File: config.mk
export PLATFORM = sky130hd
export DESIGN_NAME = bincnt_seq
export DESIGN_NICKNAME = d
export VERILOG_FILES = /design/src/rtl/bincnt_seq.sv
export SDC_FILE = /design/constraint.sdc
export NUM_CORES = 1
export LEC_CHECK = 0
export ABC_AREA = 0
export BUFFER_PORTS_ARGS = -buffer_cell sky130_fd_sc_hd__buf_2
export CAP_MARGIN = 15
export CELL_PAD_IN_SITES_DETAIL_PLACEMENT = 0
export CELL_PAD_IN_SITES_GLOBAL_PLACEMENT = 1
export CORE_MARGIN = 2
export CORE_UTILIZATION = 37
export CTS_CLUSTER_DIAMETER = 200
export DETAILED_ROUTE_END_ITERATION = 10
export PLACE_DENSITY_LB_ADDON = 0.15
export RECOVER_POWER = 25
export SYNTH_ARGS = -nofsm -noshare
export SYNTH_HDL_FRONTEND = slang
export SYNTH_SLANG_ARGS = --single-unit
File: constraint.sdc
create_clock -name clk -period 1.7 [get_ports clk]
set_input_delay 0.51 -clock clk [delete_from_list [all_inputs] [get_ports clk]]
set_output_delay 0.51 -clock clk [all_outputs]
set_load 0.005 [all_outputs]
File: src/rtl/bincnt_seq.sv
// Sequential popcount: a WIDTH-bit word is streamed one nibble per cycle through a shared 4-bit sorter.
// Optional thermometer-code checker on the sorter output is enabled by defining BINCNT_THERM_CHECK_EN.

module sorter4b (
    input  logic [3:0] a,
    output logic [3:0] y
);
    logic [3:0] s1;
    logic [3:0] s2;

    // Compare-swap network; ones migrate toward bit 0
    always_comb begin
        s1[0] = a[0] | a[1];
        s1[1] = a[0] & a[1];
        s1[2] = a[2] | a[3];
        s1[3] = a[2] & a[3];
        s2[0] = s1[0] | s1[2];
        s2[2] = s1[0] & s1[2];
        s2[1] = s1[1] | s1[3];
        s2[3] = s1[1] & s1[3];
        y[0]  = s2[0];
        y[1]  = s2[1] | s2[2];
        y[2]  = s2[1] & s2[2];
        y[3]  = s2[3];
    end
endmodule

module bincnt_seq #(
    parameter int unsigned WIDTH = 16,
    parameter int unsigned CW    = $clog2(WIDTH + 1)
) (
    input  logic             clk,
    input  logic             rst_n,
    input  logic [WIDTH-1:0] x,
    input  logic             in_valid,
    output logic             in_ready,
    output logic [CW-1:0]    y,
    output logic             out_valid,
    input  logic             out_ready,
    output logic             err
);
    localparam int unsigned S  = WIDTH / 4;
    localparam int unsigned IW = (S > 1) ? $clog2(S) : 1;

    typedef enum logic [1:0] {IDLE, RUN, DONE} state_t;

    state_t           state, state_nx;
    logic [WIDTH-1:0] sh, sh_nx;
    logic [CW-1:0]    acc, acc_nx;
    logic [IW-1:0]    idx, idx_nx;
    logic [3:0]       srt_y;
    logic [2:0]       cnt;

    sorter4b u_sorter (
        .a (sh[3:0]),
        .y (srt_y)
    );

    // Thermometer to binary by priority
    always_comb begin
        cnt = 3'd0;
        if (srt_y[3])      cnt = 3'd4;
        else if (srt_y[2]) cnt = 3'd3;
        else if (srt_y[1]) cnt = 3'd2;
        else if (srt_y[0]) cnt = 3'd1;
    end

    always_ff @(posedge clk or negedge rst_n) begin
        if (!rst_n) begin
            state <= IDLE;
            sh    <= '0;
            acc   <= '0;
            idx   <= '0;
        end else begin
            state <= state_nx;
            sh    <= sh_nx;
            acc   <= acc_nx;
            idx   <= idx_nx;
        end
    end

    always_comb begin
        state_nx = state;
        sh_nx    = sh;
        acc_nx   = acc;
        idx_nx   = idx;
        case (state)
            IDLE: begin
                if (in_valid) begin
                    sh_nx    = x;
                    acc_nx   = '0;
                    idx_nx   = '0;
                    state_nx = RUN;
                end
            end
            RUN: begin
                acc_nx = acc + CW'(cnt);
                sh_nx  = sh >> 4;
                idx_nx = IW'(idx + 1'b1);
                if (idx == IW'(S - 1)) state_nx = DONE;
            end
            DONE: begin
                if (out_ready) state_nx = IDLE;
            end
            default: state_nx = IDLE;
        endcase
    end

    assign in_ready  = (state == IDLE);
    assign out_valid = (state == DONE);
    assign y         = acc;

`ifdef BINCNT_THERM_CHECK_EN
    logic therm_ok;
    logic err_q;

    assign therm_ok = (srt_y == 4'b0000) || (srt_y == 4'b0001) || (srt_y == 4'b0011) ||
                      (srt_y == 4'b0111) || (srt_y == 4'b1111);

    // Sticky until reset
    always_ff @(posedge clk or negedge rst_n) begin
        if (!rst_n)                          err_q <= 1'b0;
        else if (state == RUN && !therm_ok)  err_q <= 1'b1;
    end

    assign err = err_q;
`else
    assign err = 1'b0;
`endif
endmodule

### Word level (Yosys, flattened, before mapping)

Cells that the tools add are included.

* word-level logic and storage cells: 40
* register bits: 25

* bitwise gates (word level): 10
* reduce and logical (&&, ||, !) cells: 4
* add/subtract/negate cells: 2
* multiplexer cells: 14
* equality and inequality tests: 6

Operator list (count)
* 16-bit case mux with 2 select lines: 1
* 16-bit two-way mux: 1
* 2-bit two-way mux: 6
* 5-bit case mux with 2 select lines: 1
* 2-bit case mux with 3 select lines: 1
* 5-bit by 3-bit adder with 5-bit output: 1
* 1-bit AND: 5
* 5-bit two-way mux: 1
* 1-bit OR: 5
* 2-bit equality test (second input constant): 2
* 2-bit != test (second input constant): 2
* 2-bit case mux with 2 select lines: 1
* 3-bit two-way mux: 1
* 3-bit AND reduction: 1
* 2-bit by 1-bit adder with 2-bit output (second input constant): 1
* 2-bit by 1-bit equality test with 1-bit output (second input constant): 1
* 2-bit logical NOT: 1
* 2-bit by 1-bit != test with 1-bit output (second input constant): 1
* 2-bit AND reduction: 1
* 2-bit nonzero test: 1
* 1-bit two-way mux: 1

### Depth between registers and ports, before layout

Gate-level depths: netlist of run 1.

* word-level depth: 8
* gate-level depth with buffers: 8

### Modules after synthesis

From an unflattened synthesis of run 1, not the netlist that was laid out.

* cells, all modules: 145
* area total of the unflattened synthesis: 1388.8 um^2

Modules (own cells, without submodules)
* bincnt_seq: seq. area each 625.6 um^2, instances 1, cells each 137, area each 1333.8 um^2
* sorter4b: seq. area each 0.0 um^2, instances 1, cells each 8, area each 55.1 um^2

### Worst setup path after synthesis of run 1

No wires, ideal clock.

* kind: flip-flop to flip-flop
* start: register sh[3]
* end: register acc[4], in the netlist y[4]
* cell stages (with the launch flop): 9
* path slack: -99 ps
* data arrival time: 1665 ps
* cells stage by stage: dfrtp_1 -> xor2_1 -> xnor2_1 -> ha_1 -> inv_1 -> fa_1 -> nor2b_1 -> o21a_1 -> o211ai_1

* word-level cells in the longest chain between the ends: 8

RTL lines
* start, declared: RTL line 48 `logic [WIDTH-1:0] sh, sh_nx;`
* start signal, assigned: RTL line 76 `sh <= sh_nx;`
* 1-bit OR or 1-bit AND (tied branches): RTL line 15, 16
* 1-bit OR, or another cell as far along: RTL line 17 `s2[0] = s1[0] | s1[2];`
* 1-bit two-way mux or 1-bit OR (tied branches): RTL line 65, 22
* 2-bit two-way mux: RTL line 64 `else if (srt_y[1]) cnt = 3'd2;`
* 2-bit two-way mux: RTL line 63 `else if (srt_y[2]) cnt = 3'd3;`
* 3-bit two-way mux (*): RTL line 62 `if (srt_y[3]) cnt = 3'd4;`
* 5-bit by 3-bit adder with 5-bit output (*): RTL line 97 `acc_nx = acc + CW'(cnt);`
* 5-bit case mux with 2 select lines (*): RTL line 87 `case (state)`
* end signal, assigned: RTL line 77 `acc <= acc_nx;`
* end, declared: RTL line 49 `logic [CW-1:0] acc, acc_nx;`

Mark *: on every way between the ends. The rest lies on a longest branch, timed or not.
A chain may end at the register's enable or synchronous reset.

### Worst setup path after layout of run 1

* start: register sh[2]
* end: register acc[4], in the netlist y[4]

The elaborated chain is that of the path after synthesis.

==> implementation parameters, run 1 <==
Parameter                              Value

Outcome
  Run status    finished with violations
  Violated checks    negative setup slack

STA
  Final critical-path share of the clock period    109%
  Min setup slack post-route    -0.155 ns
  Slew margin rel.    between 50 and 60%
  Final hold violation count    0
  Worst Max-Slew Pin Slew    roughly 0.64 ns
  Number of max-slew violations in the final report    0
  Count of endpoints failing setup in the final report    4
  Min Tclk post-route    between 1.5 and 2 ns
  FMAX    approximately 540 MHz
  RSZ-0062 raised after global routing    yes
  Worst-case clock skew    about 0.0063 ns

Placement
  Dpl hpwl    2060 um
  Dpl cell area    between 1500 and 2000 um2
  I/O Buffers    26
  Final weighted congestion in routability-driven placement    around 0.75

GRT
  Via count of the first global-routing pass    between 1000 and 1500
  Largest net degree at the start of global routing    26
  Remaining Overflow, GRT    0
  GRT Total Usage    15.1%
  First-pass GRT wire length    ~5000 um
  Antenna violations before repair    0

Detailed routing
  DRC marker count from the first detailed-route iteration    30
  Vias    1104
  Number of detailed-routing iterations run before antenna repair    5
  Antenna violation net count after detailed routing    0
  WL/cell    13.2 um
  Via density    ~5.0
  Remaining design rule violation count    0
  Final routed wirelength across all metal layers    2910 um

Synth
  Combined area of all synthesized cells    roughly 1400 um2
  Largest area contributor in the netlist    dfrtp_1
  Cells taking the most area after synthesis    dfrtp_1, nand2_1, o21ai_0
  Share of async-settable or async-resettable flops after synthesis    100%
  Post-synthesis register bit count    25
  Yosys synthesis warning count    0
  Top post-synthesis cells by count    dfrtp_1, nand2_1, o21ai_0
  Unique masters post-synth    33
  Proportion of synthesized chip area in sequential cells    between 40% and 50%
  Number of enable-type register cells in the synthesized netlist    0
  Average cell area after synthesis    just under 10 um2
  Number of cells produced by synthesis    ~140
  Synth top area share    45.5%
  Net count of the mapped netlist    approximately 170
  Most frequently used cell type in the post-synthesis netlist    dfrtp_1
  Top_reg_cell synth    dfrtp_1

Floorplan
  Die Span Y    around 65 um
  Number of placement rows    22
  Horizontal extent of the die    65.0 um
  Count of boundary I/O pins    28
  Core area    approximately 3600 um2
  Die area    about 4200 um2
  Starting density of the core    between 30% and 40%

Worst setup path
  Critical path capture point type    register
  Critical path peak fanout    4
  Worst Setup Start Kind    register
  Data arrival, critical path    approximately 2 ns
  WS Path Type    register to register
  Required arrival time at the worst endpoint    ~1.8 ns

Clocking
  Worst-Skew Late Latency    ~0.26 ns
  Number of buffers inserted for hold repair after clock tree synthesis    0
  Cell chosen for the clock root    clkbuf_8
  Total CTS buffers    3
  TritonCTS clock tree    done
  H-Tree Depth    1
  Maximum clock path buffer count    2
  TritonCTS sink count    25
  Clk pin slew, worst setup/hold paths    roughly 0.090 ns

Power
  Overall power after layout    between 2000 and 3000 uW
  Sequential cell fraction of total power    37.5%
  Fraction of power spent switching nets    approximately two fifths
  Max rail drop VDD    roughly 0.73 mV
  Cell internal power dissipation    1700 uW
  Leak    0.000773 uW
  Total power per unit cell area    between 1500 and 2000 nW/um2
  Comb power frac    roughly 50%
  Proportion of power drawn by the clock network    between 10% and 20%
  Net switching component of the power    approximately 1100 uW

Final layout
  Final Cell Area    1650 um2
  Number of fillers in the final layout    between 300 and 400
  Layout cell share with drive strength beyond 1    between 30% and 40%
  N_diodes    0
  Layout overhead on the synthesized area    20.3%
  Nets    198

Worst hold path
  Worst hold-check path type    input pin to asynchronous set/reset pin

Job
  Max-cap viol count    0
==> logic make-up (layout without fill, tap and decap cells) <==
| kind of cell | count (synthesis) | after routing | synth area share, % |
|---|---|---|---|
| other | 1 | 1 | 0.273 |
| XOR/XNOR | 4 | 4 | 2.55 |
| buffers and inverters | 16 | 47 | 7.37 |
| AO/OA/AOI/OAI | 48 | 48 | 22.9 |
| adder cells (fa/ha/maj) | 6 | 6 | 5.91 |
| AND/OR/NAND/NOR | 41 | 41 | 15.5 |
| flip-flops | 25 | 25 | 45.5 |
==> metrics by stage <==
stage,hold slack (ns),setup WS (ns),cells,utilization (%),TNS [ns]
after global placement,0.461,-0.129,213,43.0,-0.189
after CTS,0.252,-0.174,218,45.0,-0.360
final,0.249,-0.155,220,45.9,-0.372
after floorplan,0.214,-0.0748,141,-,-0.0957
after detailed placement,0.471,-0.195,213,43.0,-0.419
after global routing,0.302,-0.231,220,45.9,-0.684
==> power by group through the flow <==
stage	registers (uW)	logic (uW)	clock network [uW]
6_report	1050	1400	352
5_1_grt	1090	1580	396
4_1_cts	1050	1340	365
3_5_place_dp	1060	1230	0
3_3_place_gp	1040	1210	0
2_1_floorplan	984	966	0
==> sequential cells by signal, summed over array words and instances (netlist names) <==
name,flops
sh,16
y,5
state,2
idx,2
==> what timing repair did <==
item / CTS / global route
buffers inserted: 1 / 2
pin swaps: 5 / 3
setup endpoints to repair: 4 / 5
gates resized for setup: 7 / 4
==> path summary, 6_finish.rpt <==
kind / from / to / depth (start not counted) / slack (ns)
min in group clk: sh[5] / sh[5] / 2 / 0.49
max reg2reg: sh[2] / y[4] / 8 / -0.15
max: sh[2] / y[4] / 8 / -0.15
min reg2reg: sh[5] / sh[5] / 2 / 0.49
max in group asynchronous: rst_n / sh[3] / 1 / 0.99
min: rst_n / y[1] / 1 / 0.25
==> cell usage in the layout (no fill, tap or decap), types with 3 or more instances in the layout <==
| master | synthesis | routed |
|---|---|---|
| buf_2 | 3 | 25 |
| a22oi_1 | 10 | 10 |
| o21ai_1 | 2 | 4 |
| buf_4 | 1 | 10 |
| and2b_1 | 6 | 6 |
| dfrtp_1 | 25 | 22 |
| dfrtp_2 | 0 | 3 |
| a22o_1 | 3 | 3 |
| nand2_1 | 23 | 23 |
| inv_1 | 7 | 5 |
| a21oi_1 | 9 | 9 |
| o21ai_0 | 17 | 15 |
| clkbuf_8 | 0 | 3 |
==> area by class of cell <==
cell class	count	area [um2]	area share [%]
multi-input cells	100	687	41.5
flip-flops and latches	25	629	38.0
repair buffers	36	205	12.4
well taps	48	60.1	3.63
clock buffers	3	41.3	2.50
inverters	7	26.3	1.59
clock inverters	1	5.00	0.303
==> critical path, cell delays in order, from the launching register on <==
cell,delay [ns]
dfrtp_2,0.44
xor2_1,0.20
xnor2_1,0.15
ha_2,0.21
inv_2,0.04
fa_2,0.35
nor2b_2,0.14
o21a_1,0.12
o211ai_1,0.09
==> metal layers <==
layer	vias to the layer above	part of all wire, %	track usage (%)
met5	-	0	0
met4	0	0.69	3.99
met3	2	3.4	2.08
met2	20	47	25.1
met1	532	49	20.6
li1	550	-	-
Power figures use the tool's default switching activity.
==> run 2: changes to the inputs <==
--- a/config.mk
+++ b/config.mk
@@ -11,7 +11,7 @@
 export CELL_PAD_IN_SITES_DETAIL_PLACEMENT = 0
 export CELL_PAD_IN_SITES_GLOBAL_PLACEMENT = 1
 export CORE_MARGIN = 2
-export CORE_UTILIZATION = 37
+export CORE_UTILIZATION = 44
 export CTS_CLUSTER_DIAMETER = 200
 export DETAILED_ROUTE_END_ITERATION = 10
 export PLACE_DENSITY_LB_ADDON = 0.15
==> constraint.sdc (replaced) <==
create_clock -name clk -period 2.2 [get_ports clk]
set_input_delay 0.66 -clock clk [delete_from_list [all_inputs] [get_ports clk]]
set_output_delay 0.66 -clock clk [all_outputs]
set_load 0.005 [all_outputs]
==> run 2 against run 1 <==
  * The run now ends clean
  * Power is 32% lower
  * Clock skew is 0.0019 ns lower
  * Clock-buffer cell count is 1 higher
  * First-iteration DRC count is 40% higher
  * Non-clock buffer count is 7 lower
  * Critical endpoint unchanged
==> implementation parameters, run 2 (synthesis results as in run 1) <==
Parameter                              Value

Final layout
  Highest-count cells in the layout ignoring fill and taps    dfrtp_1, buf_2, nand2_1 (was buf_2, nand2_1, dfrtp_1)
  N_diodes    0 (unchanged)
  Layout cell share with drive strength beyond 1    21.8% (was 32.0%)
  Layout overhead on the synthesized area    10.5% (was 20.3%)
  Max reg flops    16 (unchanged)
  Nets    191 (was 198)
  Final cell count without fillers    198 (was 220)
  Number of fillers in the final layout    311 (was 357)
  Largest Register    sh (unchanged)
  Post-layout utilization of the core    50.6% (was 45.9%)

Power
  Leak    0.000730 uW (was 0.000773 uW)
  Max rail drop VDD    0.595 mV (was 0.725 mV)
  Total power per unit cell area    1240 nW/um2 (was 1690 nW/um2)

Clocking
  Cell chosen for the clock root    clkbuf_4 (was clkbuf_8)
  Worst-Skew Late Latency    0.31 ns (was 0.26 ns)
  H-Tree Depth    1 (unchanged)
  Maximum clock path buffer count    2 (unchanged)
  TritonCTS sink count    25 (unchanged)
  Number of buffers inserted for hold repair after clock tree synthesis    0 (unchanged)
  TritonCTS clock tree    done (unchanged)
  Number of gates resized after cts    0 (was 7)
  Total CTS buffers    3 (unchanged)
  Count of buffers added by post-CTS timing repair for setup    0 (was 1)
  Clk pin slew, worst setup/hold paths    0.14 ns (was 0.09 ns)

Worst setup path
  R2r setup slk    0.23 ns (was -0.15 ns)
  Worst Setup Start Kind    register (unchanged)
  Depth of the most critical reg-to-reg path    8 (unchanged)
  WS Path Type    register to register (unchanged)
  Slowest stage delay, CP    0.45 ns (was 0.44 ns)
  Data arrival, critical path    2.17 ns (was 2.00 ns)
  Critical path capture point type    register (unchanged)
  Required arrival time at the worst endpoint    2.40 ns (was 1.84 ns)
  Critical path peak fanout    5 (was 4)
  Series of cell instances along the critical path    xor2_1 > xnor2_1 > ha_1 > inv_1 > fa_1 > nor2b_1 > o21a_1 > o211ai_1 (was xor2_1 > xnor2_1 > ha_2 > inv_2 > fa_2 > nor2b_2 > o21a_1 > o211ai_1)
  Worst-path cell with the longest stage delay    dfrtp_1 (was dfrtp_2)

STA
  Number of max-slew violations in the final report    0 (unchanged)
  Count of endpoints failing setup in the final report    0 (was 4)
  Final critical-path share of the clock period    89.4% (was 109%)
  Slew margin rel.    13.5% (was 57.3%)
  Min Tclk post-route    1.97 ns (was 1.85 ns)
  Worst Max-Slew Pin Slew    1.30 ns (was 0.641 ns)
  RSZ-0062 raised after global routing    no (was yes)
  Final hold violation count    0 (unchanged)
  FMAX    508 MHz (was 539 MHz)
  Sum of negative setup slack    0 ns (was -0.372 ns)
  Worst-case clock skew    0.00437 ns (was 0.00628 ns)
  Min setup slack post-route    0.233 ns (was -0.155 ns)

GRT
  Antenna violations before repair    0 (unchanged)
  Via count of the first global-routing pass    1052 (was 1120)
  Largest net degree at the start of global routing    26 (unchanged)
  GRT Total Usage    18.3% (was 15.1%)
  First-pass GRT wire length    4900 um (was 4970 um)
  Remaining Overflow, GRT    0 (unchanged)

Detailed routing
  Final routed wirelength across all metal layers    2750 um (was 2910 um)
  WL/cell    13.9 um (was 13.2 um)
  Remaining design rule violation count    0 (unchanged)
  Antenna violation net count after detailed routing    0 (unchanged)
  Vias    1097 (was 1104)
  DRC marker count from the first detailed-route iteration    42 (was 30)
  Number of detailed-routing iterations run before antenna repair    4 (was 5)
  Via density    5.54 (was 5.02)

Placement
  Final weighted congestion in routability-driven placement    0.804 (was 0.751)
  Cells after DPL    194 (was 213)
  Dpl hpwl    1990 um (was 2060 um)
  Post-place setup slack    0.264 ns (was -0.195 ns)
  I/O Buffers    26 (unchanged)

Floorplan
  Core area    3000 um2 (was 3610 um2)
  Die Span Y    59.9 um (was 65.0 um)
  Horizontal extent of the die    59.9 um (was 65.0 um)
  Count of boundary I/O pins    28 (unchanged)
  Die area    3590 um2 (was 4220 um2)
  Number of placement rows    20 (was 22)
  Starting density of the core    45.8% (was 38.1%)

Outcome
  Run status    complete, no violations (was finished with violations)

Worst hold path
  Count of cells along the worst hold path    2
  Worst hold-check path type    register to register (was input pin to asynchronous set/reset pin)

Job
  Max-cap viol count    0 (unchanged)
[run 2: cell count changes in the layout (fill, tap and decap cells not counted), moves of 2 or more]
| cell | before | now |
|---|---|---|
| clkbuf_8 | 3 | 0 |
| o21ai_1 | 4 | 2 |
| clkbuf_1 | 0 | 2 |
| inv_2 | 2 | 0 |
| buf_4 | 10 | 3 |
| clkbuf_4 | 0 | 3 |
| o21ai_0 | 15 | 17 |
| inv_1 | 5 | 7 |
| dfrtp_2 | 3 | 0 |
| ha_1 | 2 | 4 |
| dfrtp_1 | 22 | 25 |
[run 2: final timing paths]
path	to	startpoint
hold / removal	sh[9]	sh[9]
hold reg to reg	sh[9]	sh[9]
setup reg to reg	y[4]	sh[3]
min in group asynchronous	y[2]	rst_n
max in group asynchronous	sh[15]	rst_n
setup / recovery	y[4]	sh[3]
[run 2: area by class of cell]
cell class / count / area (um2) / share of cell area [%]
flip-flops and latches: 25 / 626 / 41.2
well taps: 33 / 41.3 / 2.72
clock buffers: 4 / 26.3 / 1.73
inverters: 7 / 26.3 / 1.73
repair buffers: 29 / 151 / 9.97
multi-input cells: 100 / 648 / 42.7
[run 2: worst max-delay path, delay by kind of cell (launching register included)]
| family | cells | cell delay (ns) |
|---|---|---|
| buffers and inverters | 1 | 0.05 |
| AO/OA/AOI/OAI | 2 | 0.22 |
| adder cells (fa/ha/maj) | 2 | 0.58 |
| XOR/XNOR | 2 | 0.38 |
| AND/OR/NAND/NOR | 1 | 0.17 |
| flip-flops | 1 | 0.45 |
[run 2: where the power goes]
part	internal, uW	leakage (uW)	switching (uW)	total (uW)
sequential	637	0.000324	140	777
combinational	413	0.000391	494	906
clock	70.8	0.0000150	134	205
total	1120	0.000730	768	1890
[run 2: metrics by stage]
| step | power, uW | instance area (um2) | hold WS, ns |
|---|---|---|---|
| 6_report | 1890 | 1520 | 0.501 |
| 5_1_grt | 2080 | 1520 | 0.524 |
| 4_1_cts | 1920 | 1520 | 0.329 |
| 3_5_place_dp | 1700 | 1490 | 0.471 |
| 3_3_place_gp | 1660 | 1490 | 0.462 |
| 2_1_floorplan | 1490 | 1380 | 0.364 |
[run 2: layer usage]
| layer | track usage (%) | share of wire, % | vias to the layer above |
|---|---|---|---|
| met5 | 0 | 0 | - |
| met4 | 7.30 | 0.62 | 0 |
| met3 | 2.60 | 5.1 | 2 |
| met2 | 28.9 | 48 | 28 |
| met1 | 25.2 | 46 | 531 |
| li1 | - | - | 536 |
==> run 3: changes to the inputs <==
--- a/config.mk
+++ b/config.mk
@@ -6,14 +6,13 @@
 export NUM_CORES = 1
 export LEC_CHECK = 0
 export ABC_AREA = 0
-export BUFFER_PORTS_ARGS = -buffer_cell sky130_fd_sc_hd__buf_2
-export CAP_MARGIN = 15
+export CAP_MARGIN = 5
 export CELL_PAD_IN_SITES_DETAIL_PLACEMENT = 0
 export CELL_PAD_IN_SITES_GLOBAL_PLACEMENT = 1
-export CORE_MARGIN = 2
-export CORE_UTILIZATION = 44
+export CORE_UTILIZATION = 50
 export CTS_CLUSTER_DIAMETER = 200
 export DETAILED_ROUTE_END_ITERATION = 10
+export DONT_BUFFER_PORTS = 1
 export PLACE_DENSITY_LB_ADDON = 0.15
 export RECOVER_POWER = 25
 export SYNTH_ARGS = -nofsm -noshare
==> run 3 against run 2 <==
  * First-iteration DRC count down 67%
  * Via count decreased by 11%
  * Final cell count is 14% lower
  * Die area fell by 17%
  * Global-route usage is 1.8 points higher
  * Sequential share of layout area is 3.2 points higher
  * Setup slack got worse by 0.054 ns
  * Critical path type unchanged
==> implementation parameters, run 3 (synthesis results as in run 1) <==
Parameter                              Value

Outcome
  Run status    complete, no violations (unchanged)

Clocking
  Count of buffers added by post-CTS timing repair for setup    0 (unchanged)
  H-Tree Depth    1 (unchanged)
  Maximum clock path buffer count    2 (unchanged)
  Total CTS buffers    3 (unchanged)
  Worst-Skew Late Latency    0.33 ns (was 0.31 ns)
  Number of gates resized after cts    0 (unchanged)
  TritonCTS clock tree    done (unchanged)
  Number of buffers inserted for hold repair after clock tree synthesis    1 (was 0)
  TritonCTS sink count    25 (unchanged)
  Cell chosen for the clock root    clkbuf_4 (unchanged)
  Clk pin slew, worst setup/hold paths    0.16 ns (was 0.14 ns)

Detailed routing
  Antenna violation net count after detailed routing    0 (unchanged)
  Final routed wirelength across all metal layers    2600 um (was 2750 um)
  Vias    972 (was 1097)
  Number of detailed-routing iterations run before antenna repair    4 (unchanged)
  Via density    5.68 (was 5.54)
  Remaining design rule violation count    0 (unchanged)
  DRC marker count from the first detailed-route iteration    14 (was 42)
  WL/cell    15.2 um (was 13.9 um)

Final layout
  Final Cell Area    1410 um2 (was 1520 um2)
  Largest Register    sh (unchanged)
  Max reg flops    16 (unchanged)
  Highest-count cells in the layout ignoring fill and taps    dfrtp_1, nand2_1, o21ai_0 (was dfrtp_1, buf_2, nand2_1)
  Most common cell after layout, fill and taps aside    dfrtp_1
  Layout cell share with drive strength beyond 1    8.51% (was 21.8%)
  Number of fillers in the final layout    234 (was 311)
  Nets    167 (was 191)
  Post-layout utilization of the core    55.4% (was 50.6%)
  Layout overhead on the synthesized area    2.55% (was 10.5%)
  N_diodes    0 (unchanged)

STA
  Sum of negative setup slack    0 ns (unchanged)
  RSZ-0062 raised after global routing    no (unchanged)
  Count of endpoints failing setup in the final report    0 (unchanged)
  FMAX    495 MHz (was 508 MHz)
  Number of max-slew violations in the final report    0 (unchanged)
  Min Tclk post-route    2.02 ns (was 1.97 ns)
  Final hold violation count    0 (unchanged)
  Final critical-path share of the clock period    91.9% (was 89.4%)
  Worst-case clock skew    0.0183 ns (was 0.00437 ns)
  Worst Max-Slew Pin Slew    0.670 ns (was 1.30 ns)
  Slew margin rel.    55.2% (was 13.5%)
  Worst hold slack after final layout    0.504 ns (was 0.501 ns)

Placement
  Dpl hpwl    1830 um (was 1990 um)
  Dpl cell area    1360 um2 (was 1490 um2)
  Final weighted congestion in routability-driven placement    0.724 (was 0.804)
  I/O Buffers    0 (was 26)

Worst hold path
  Worst Min Path Start    sh[8] (was sh[9])
  Count of cells along the worst hold path    2 (unchanged)
  Hold-critical path endpoint    sh[8] (was sh[9])
  Worst hold-check path type    register to register (unchanged)

Worst setup path
  Required arrival time at the worst endpoint    2.40 ns (about the same)
  Worst Setup Start Kind    register (unchanged)
  R2r setup slk    0.18 ns (was 0.23 ns)
  Series of cell instances along the critical path    xor2_1 > xnor2_1 > ha_1 > inv_1 > fa_1 > nor2b_1 > o21a_1 > o211ai_1 (unchanged)
  Slowest stage delay, CP    0.46 ns (was 0.45 ns)
  Critical Path Start    sh[2] (was sh[3])
  Crit. path cell count    8 (unchanged)
  Critical path peak fanout    5 (unchanged)
  WS Path Type    register to register (unchanged)
  Worst path bufs/invs    1 (unchanged)
  Depth of the most critical reg-to-reg path    8 (unchanged)
  Largest delay share family, worst path    adder cells (unchanged)
  Data arrival, critical path    2.22 ns (was 2.17 ns)
  Critical path capture point type    register (unchanged)
  Critical R2R Launch    sh[2] (was sh[3])
  Reg-to-reg endpoint    y[4] (unchanged)
  Worst-path cell with the longest stage delay    dfrtp_1 (unchanged)

Power
  Total power per unit cell area    1310 nW/um2 (was 1240 nW/um2)
  Leak    0.000631 uW (was 0.000730 uW)
  Overall power after layout    1850 uW (was 1890 uW)
  Max rail drop VDD    0.666 mV (was 0.595 mV)

GRT
  Remaining Overflow, GRT    0 (unchanged)
  Via count of the first global-routing pass    922 (was 1052)
  Antenna violations before repair    0 (unchanged)
  Largest net degree at the start of global routing    19 (was 26)
  First-pass GRT wire length    4220 um (was 4900 um)
  GRT Total Usage    20.1% (was 18.3%)

Job
  Max-cap viol count    0 (unchanged)

Floorplan
  Horizontal extent of the die    54.4 um (was 59.9 um)
  Die area    2960 um2 (was 3590 um2)
  Starting density of the core    54.0% (was 45.8%)
  Core area    2540 um2 (was 3000 um2)
  Count of boundary I/O pins    28 (unchanged)
  Number of placement rows    18 (was 20)
  Die Span Y    54.4 um (was 59.9 um)
run 3: cell types whose count changed in the layout (fill, tap and decap cells not counted), sizes merged:
cell	change
dlygate4sd3	+2
clkbuf	-2
clkinvlp	+1
buf	-25
run 3: per-layer routing:
metal	track usage [%]	part of all wire, %
met4	7.69	0.58
met2	30.7	46
met5	0	0
met1	28.1	49
met3	3.61	4.3
run 3: power by group:
group	leakage (uW)	internal, uW	switching (uW)
sequential	0.000324	637	164
clock	0.0000139	69.5	147
combinational	0.000293	380	454
total	0.000631	1090	764
run 3: final cells by class:
type / count / area (um2) / share of cell area (%)
Timing Repair Buffer: 5 / 42.5 / 3.02
Clock inverter: 1 / 7.51 / 0.532
Sequential cell: 25 / 626 / 44.4
Multi-Input combinational cell: 100 / 648 / 46.0
Tap cell: 30 / 37.5 / 2.66
Clock buffer: 3 / 22.5 / 1.60
Inverter: 7 / 26.3 / 1.86
run 3: how the worst max path moves through the flow:
stage | endpoint | slack [ns]
2_1_floorplan | y[4] | 0.40
3_3_place_gp | y[4] | 0.32
3_5_place_dp | y[4] | 0.23
4_1_cts | y[4] | 0.20
5_1_grt | y[4] | 0.02
6_report | y[4] | 0.18
run 3: stage by stage:
stage / std cells / setup slack (ns)
after global placement: 165 / 0.322
after global routing: 171 / 0.0214
final: 171 / 0.178
after CTS: 170 / 0.197
after floorplan: 141 / 0.401
after detailed placement: 165 / 0.233
run 3: worst min-delay path: cells and delay by family (launching register included):
family             cells  cell delay, ns
AOI/OAI and AO/OA      1            0.06
DFF                    1            0.37
and+or+nand+nor        1            0.05
